File: config.mk
export PLATFORM = sky130hd
export DESIGN_NAME = romulus_ctrl_sequencer
export DESIGN_NICKNAME = d
export VERILOG_FILES = /design/src/rtl/romulus_ctrl_sequencer.sv
export SDC_FILE = /design/constraint.sdc
export NUM_CORES = 1
export LEC_CHECK = 0
export BUFFER_PORTS_ARGS = -buffer_cell sky130_fd_sc_hd__buf_2
export CORE_ASPECT_RATIO = 1.75
export CORE_MARGIN = 3
export CORE_UTILIZATION = 35
export DETAILED_ROUTE_END_ITERATION = 8
export MAX_ROUTING_LAYER = met4
export PLACE_DENSITY = 0.72
export SKIP_LAST_GASP = 1
export SLEW_MARGIN = 20
export SYNTH_ARGS = -nofsm -noshare
export SYNTH_HDL_FRONTEND = slang
export SYNTH_SLANG_ARGS = --single-unit
File: constraint.sdc
create_clock -name clk -period 1.8 [get_ports clk]
set_input_delay 0.36 -clock clk [delete_from_list [all_inputs] [get_ports clk]]
set_output_delay 0.36 -clock clk [all_outputs]
set_load 0.02 [all_outputs]
File: src/rtl/romulus_ctrl_sequencer.sv
// Command-driven control sequencer for romulus_datapath.
//
// Accepts one opcode at a time from the mode-level FSM and drives every
// datapath control line cycle by cycle: register resets, enables, tbc/correct
// selects, the SKINNY round-constant stream and the domain byte.
//
// Ports:
//   clk, rst            clock; synchronous active-high reset
//   cmd_valid/ready     command handshake (ready only while idle)
//   cmd_op              0 INIT, 1 LOAD_KEY, 2 LOAD_TWEAK, 3 ABSORB, 4 TBC,
//                       5 CNT_INC, 6/7 NOP
//   cmd_domain          domain byte, captured on accept
//   cmd_decrypt         decrypt select for ABSORB, captured on accept
//   done                pulse on the last control cycle of a command
//   constant            UNROLL round constants, earliest in the low slot
//   decrypt, domain     captured fields presented to the datapath
//   s/x/y/z rst,en,enc  state/key/tweak/counter register controls
//   erst, tk1s          tied 0
//   correct_cnt         counter-only increment select
module romulus_ctrl_sequencer #(
    parameter int unsigned BUSWIDTH = 128,
    parameter int unsigned ROUNDS   = 40,
    parameter int unsigned UNROLL   = 1,
    localparam int unsigned CW      = 6 * UNROLL,
    localparam int unsigned DW      = BUSWIDTH / 8
) (
    input  logic          clk,
    input  logic          rst,
    input  logic          cmd_valid,
    output logic          cmd_ready,
    input  logic [2:0]    cmd_op,
    input  logic [7:0]    cmd_domain,
    input  logic          cmd_decrypt,
    output logic          done,
    output logic [CW-1:0] constant,
    output logic [DW-1:0] decrypt,
    output logic [7:0]    domain,
    output logic          srst,
    output logic          sen,
    output logic          senc,
    output logic          xrst,
    output logic          xen,
    output logic          xenc,
    output logic          yrst,
    output logic          yen,
    output logic          yenc,
    output logic          zrst,
    output logic          zen,
    output logic          zenc,
    output logic          erst,
    output logic          correct_cnt,
    output logic          tk1s
);

    localparam int unsigned Beats   = 128 / BUSWIDTH;
    localparam int unsigned RndCyc  = ROUNDS / UNROLL;
    localparam int unsigned CntMax  = (Beats > RndCyc) ? Beats : RndCyc;
    localparam int unsigned CntW    = (CntMax > 1) ? $clog2(CntMax) : 1;

    localparam logic [CntW-1:0] BeatsLast = CntW'(Beats - 1);
    localparam logic [CntW-1:0] RndLast   = CntW'(RndCyc - 1);
    localparam logic [CntW-1:0] CntOne    = CntW'(1);

    localparam logic [2:0] OpInit   = 3'd0;
    localparam logic [2:0] OpLdKey  = 3'd1;
    localparam logic [2:0] OpLdTwk  = 3'd2;
    localparam logic [2:0] OpAbsorb = 3'd3;
    localparam logic [2:0] OpTbc    = 3'd4;
    localparam logic [2:0] OpCntInc = 3'd5;

    typedef enum logic [3:0] {
        StIdle, StInit, StLdKey, StLdTwk, StAbsorb, StRound, StCorrect, StCnt, StNop
    } state_e;

    state_e          state_q, state_d;
    logic [CntW-1:0] cnt_q, cnt_d;
    logic [5:0]      rc_q, rc_d;
    logic [7:0]      domain_q, domain_d;
    logic            decrypt_q, decrypt_d;
    logic [CW-1:0]   rc_slots;
    logic [5:0]      rc_adv;

    function automatic logic [5:0] rc_step(input logic [5:0] rc);
        return {rc[4:0], ~(rc[5] ^ rc[4])};
    endfunction

    // UNROLL consecutive LFSR values for this cycle, and the value UNROLL steps on.
    always_comb begin
        logic [5:0] rc_walk;
        rc_walk  = rc_q;
        rc_slots = '0;
        for (int j = 0; j < int'(UNROLL); j++) begin
            rc_slots[6*j +: 6] = rc_walk;
            rc_walk            = rc_step(rc_walk);
        end
        rc_adv = rc_walk;
    end

    always_ff @(posedge clk) begin
        if (rst) begin
            state_q   <= StIdle;
            cnt_q     <= '0;
            rc_q      <= 6'h01;
            domain_q  <= 8'h00;
            decrypt_q <= 1'b0;
        end else begin
            state_q   <= state_d;
            cnt_q     <= cnt_d;
            rc_q      <= rc_d;
            domain_q  <= domain_d;
            decrypt_q <= decrypt_d;
        end
    end

    always_comb begin
        state_d   = state_q;
        cnt_d     = cnt_q;
        rc_d      = rc_q;
        domain_d  = domain_q;
        decrypt_d = decrypt_q;
        case (state_q)
            StIdle: begin
                if (cmd_valid) begin
                    cnt_d     = '0;
                    domain_d  = cmd_domain;
                    decrypt_d = cmd_decrypt;
                    case (cmd_op)
                        OpInit:   state_d = StInit;
                        OpLdKey:  state_d = StLdKey;
                        OpLdTwk:  state_d = StLdTwk;
                        OpAbsorb: state_d = StAbsorb;
                        OpTbc: begin
                            state_d = StRound;
                            rc_d    = 6'h01;
                        end
                        OpCntInc: state_d = StCnt;
                        default:  state_d = StNop;
                    endcase
                end
            end
            StLdKey, StLdTwk, StAbsorb: begin
                if (cnt_q == BeatsLast) state_d = StIdle;
                else                    cnt_d   = cnt_q + CntOne;
            end
            StRound: begin
                rc_d = rc_adv;
                if (cnt_q == RndLast) state_d = StCorrect;
                else                  cnt_d   = cnt_q + CntOne;
            end
            default: state_d = StIdle;
        endcase
    end

    always_comb begin
        cmd_ready   = 1'b0;
        done        = 1'b0;
        constant    = '0;
        decrypt     = '0;
        domain      = (state_q == StIdle) ? 8'h00 : domain_q;
        srst        = 1'b0;
        sen         = 1'b0;
        senc        = 1'b0;
        xrst        = 1'b0;
        xen         = 1'b0;
        xenc        = 1'b0;
        yrst        = 1'b0;
        yen         = 1'b0;
        yenc        = 1'b0;
        zrst        = 1'b0;
        zen         = 1'b0;
        zenc        = 1'b0;
        erst        = 1'b0;
        correct_cnt = 1'b0;
        tk1s        = 1'b0;
        case (state_q)
            StIdle: cmd_ready = 1'b1;
            StInit: begin
                srst = 1'b1;
                zrst = 1'b1;
                done = 1'b1;
            end
            StLdKey: begin
                xrst = 1'b1;
                done = (cnt_q == BeatsLast);
            end
            StLdTwk: begin
                yrst = 1'b1;
                done = (cnt_q == BeatsLast);
            end
            StAbsorb: begin
                sen     = 1'b1;
                decrypt = {DW{decrypt_q}};
                done    = (cnt_q == BeatsLast);
            end
            StRound: begin
                sen      = 1'b1;
                senc     = 1'b1;
                xen      = 1'b1;
                xenc     = 1'b1;
                yen      = 1'b1;
                yenc     = 1'b1;
                zen      = 1'b1;
                zenc     = 1'b1;
                constant = rc_slots;
            end
            StCorrect: begin
                xen  = 1'b1;
                yen  = 1'b1;
                zen  = 1'b1;
                done = 1'b1;
            end
            StCnt: begin
                zen         = 1'b1;
                correct_cnt = 1'b1;
                done        = 1'b1;
            end
            StNop:   done = 1'b1;
            default: ;
        endcase
    end

endmodule

# == Yosys cells after proc, flatten, opt, wreduce, memory -nomap -nowiden ==
# Cells that the tools add are included.
# op_classes
add_sub_neg,1
eq_ne,20
n_mux,25
bitwise,2
reduce_logical,14
# ops
operator,n
6-bit two-way mux,6
4-bit case mux with 6 select lines,1
6-bit case mux with 3 select lines,1
4-bit by 3-bit equality test with 1-bit output (second input constant),4
16-bit two-way mux,1
4-bit two-way mux,3
4-bit case mux with 3 select lines,1
6-bit case mux with 2 select lines,1
1-bit two-way mux,9
4-bit by 2-bit equality test with 1-bit output (second input constant),2
8-bit two-way mux,1
2-bit inequality test (second input constant),4
6-bit by 1-bit adder with 6-bit output (second input constant),1
3-bit by 2-bit equality test with 1-bit output (second input constant),2
3-bit equality test (second input constant),2
6-bit equality test (second input constant),1
6-bit zero test,1
3-bit AND reduction,2
3-bit OR reduction,2
4-bit by 1-bit equality test with 1-bit output (second input constant),1
4-bit equality test (second input constant),1
4-bit zero test,1
2-bit by 1-bit inequality test with 1-bit output (second input constant),2
4-bit AND reduction,1
10 further kinds,11
# totals
ff_bits,25
inputBits,15
out_inout_bits,47
wordCells,67

# == Depth between registers and ports, before layout ==
# logic_depth
ltp_word,4
mapped_depth,6
depth_no_buf,6

# == Worst setup path after synthesis ==
# No wires, ideal clock.
# synth_path
path_type,register -> output
from,register state_q[0]
to,output port constant[0]
arrival_ns,1.501
t_required_ns,1.440
path_slack_ns,-0.061
path_stages_with_launch,6
path_buffers,3
path_cell_list,dfxtp_1 -> buf_4 -> and4bb_4 -> clkbuf_1 -> and2_1 -> buf_4
# synth_via
elab_chain_cells,2
# synth_rtl
item,line_no,source
start: declaration,75,"state_e state_q, state_d;"
start signal: assignment,101,state_q <= StIdle;
start signal: assignment,107,state_q <= state_d;
4-bit by 3-bit equality test with 1-bit output,175,case (state_q)
6-bit two-way mux,175,
end: declaration,35,"output logic [CW-1:0] constant,"
# No other way between the ends.

# == Worst setup path after layout ==
# layout_path
from,register state_q[3]
to,output port domain[3]
# layout_via
elab_chain_cells,2
# layout_rtl
item,line_no,source
4-bit zero test,159,domain = (state_q == StIdle) ? 8'h00 : domain_q;
8-bit two-way mux,159,
end: declaration,37,"output logic [7:0] domain,"
# No other way between the ends.

==> metrics <==
I/O Pins=between 60 and 70; Clock H-tree levels=1; CTS clk-pin slew, worst paths=about 0.090 ns; FILL cells=451; CP Data Arrival Time=~1.5 ns; Crit-path slowest cell=or4_4; final instance area=about 2200 um2; CTS Buffer Depth=2; die footprint=5600 um2; P per Cell Area=1500 nW/um2; vias in the first global route=roughly 1,400; most frequent cell after synthesis=buf_4; RSZ-0062 raised after global routing=true; Core Rows=32; cts hold-fix bufs=0; layout cells sized above 1=between 50% and 60%; gr ovfl total=0; Final setup viols=18; initial antenna violation count=0; Primary FF master, synth=dfxtp_1; CP startpoint kind=flip-flop; Clock Skew=roughly 0.0058 ns; CTS tree=yes; top cell family by delay on the critical path=simple AND/OR/NAND/NOR gates; First-pass DRT Iterations=4; Post-synth EDFFs=0; CTS root buf=clkbuf_8; number of hold violations in the final report=0; Wirelength per Cell=~13 um; Unique masters post-synth=41; largest net degree at the start of global routing=23; first-pass GRT wire length=about 6 mm; Worst-Skew Late Latency=0.26 ns; CTS buffer count=3; Post-DP HPWL=between 2 and 3 mm; Peak VDD IR=just over 0.0009 V; fmax=around 540 MHz; clock sinks=25; period utilisation layout=104%; LEAKAGE=roughly 0.0010 uW; DRC Markers=0; minimum clock period=between 1.5 and 2 ns; fin nets=between 200 and 300; Syn. warnings=0; PortBufs=between 50 and 60; mean post-synth cell area=7.95 um2; area leader, netlist=dfxtp_1; endpoint class of the critical path=output port; crit-path max FO=5; Slew Viols, Final=0; Area growth syn-to-layout=35.3%; CP max stage delay=approximately 0.59 ns; die width=about 58 um; worst hold path class=input pin to flip-flop; Mapped Area=about 1600 um2; Core Region=~4500 um2; Yosys reg bits=25; Die Ht=roughly 97 um; post-synthesis cell count=~210; top-area cell type share of the netlist area=~30%; Cell Area, Placed=1780 um2; CP bufs+invs=1; status=finished, violations left; FFs w/ async S/R, synth=0%; crit-path cells=or4_4, and2_4, buf_6; sequential cell area fraction in the yosys report=a little under a third; Total Power=about 3300 uW; pre-CTS WS=roughly 0.018 ns; via count=around 1,500; diodes inserted=0; max_cap viols=0; vias per cell=about 5; fin util=between 40 and 50%; Crit Path Category=flip-flop to output port; Synth top cells by count=buf_4, nor2_1, dfxtp_1; initial drt markers=39; gp weighted congestion=around 0.8; gr usage total=13.8%; failing checks=negative setup slack; final worst slack=-0.0664 ns; critical path required time=around 1.4 ns; antenna viol nets, final=0; synth top area cells=dfxtp_1, buf_4, nor2_1; initial core utilization=a little under two fifths; Routed WL=around 4 mm
==> kinds of logic (layout without fill, tap and decap cells) <==
| kind of cell | after synthesis | in the layout | synth area share [%] |
|---|---|---|---|
| other cells | 1 | 2 | 0.228 |
| fa+ha+maj | 2 | 2 | 1.52 |
| buf+inv | 40 | 86 | 17.2 |
| xor+xnor | 5 | 5 | 2.66 |
| flops | 25 | 25 | 30.4 |
| mux | 3 | 3 | 1.90 |
| compound gates | 35 | 35 | 15.2 |
| simple gates | 96 | 98 | 30.9 |
==> tightest hold or removal path: cells and delay by family <==
| family | cells | cell delay [ns] |
|---|---|---|
| buf+inv | 1 | 0.09 |
| simple gates | 1 | 0.04 |
| compound gates | 1 | 0.05 |
==> sequential cells by signal, indices dropped and copies added, names as in the netlist <==
signal     count
domain_q       8
cnt_q          6
rc_q           6
state_q        4
decrypt_q      1
==> final cells by class <==
cell class | count | area, um2 | area share (%)
clock buffer | 3 | 41.3 | 1.85
timing repair buffer | 78 | 553 | 24.8
inverter | 4 | 15.0 | 0.674
clock inverter | 1 | 5.00 | 0.225
multi-input combinational | 145 | 1040 | 46.5
sequential | 25 | 513 | 23.0
tap | 51 | 63.8 | 2.86
==> metrics by stage <==
step	cells	hold slack [ns]	setup TNS, ns
finish	307	0.321	-0.675
global placement	287	0.439	0
detailed placement	287	0.444	0
global route	307	0.329	-2.08
CTS	301	0.318	-0.942
floorplan	208	0.432	0
==> layer usage <==
layer,global-route usage (%),up-vias,wire length [um]
met2,24.5,50,2200
met1,14.9,721,1610
met4,5.54,0,74
met3,2.00,6,201
li1,-,759,-
met5,-,-,0
==> cell usage in the layout, fill, tap and decap left out, types with 2 or more instances in the layout <==
cell	count
a211oi_1	2
a21o_1	3
a21oi_1	13
a21oi_2	7
and2_1	2
and2_4	13
and3_1	2
and4bb_4	2
buf_2	40
buf_4	20
buf_6	18
clkbuf_8	3
conb_1	2
dfxtp_1	19
dfxtp_2	4
dfxtp_4	2
inv_1	3
mux2i_1	2
nand2_1	24
nand2b_1	5
nand3_1	3
nor2_1	24
nor2_2	3
nor2b_1	2
o21ai_0	2
or2b_1	2
or4_4	3
xnor2_1	2
xor2_1	3
==> timing repair <==
action	4_1_cts	5_1_grt
pin swaps	15	15
setup endpoints to repair	32	54
resized for setup	48	38
setup buffers	8	6
gates cloned	2	0
==> where the power goes <==
group          internal (uW)  total (uW)  switching [uW]
clock network            155         327             172
registers                672         796             123
logic                   1020        2220            1200
==> final timing paths <==
path | start | to | slack, ns | cells past startpoint
hold reg to reg | domain_q[5] | domain_q[5] | 0.46 | 2
setup / recovery | state_q[3] | domain[3] | -0.07 | 3
hold / removal | cmd_domain[1] | domain_q[1] | 0.32 | 3
setup reg to reg | state_q[3] | rc_q[0] | -0.05 | 6
(Power assumes the default switching activity.)
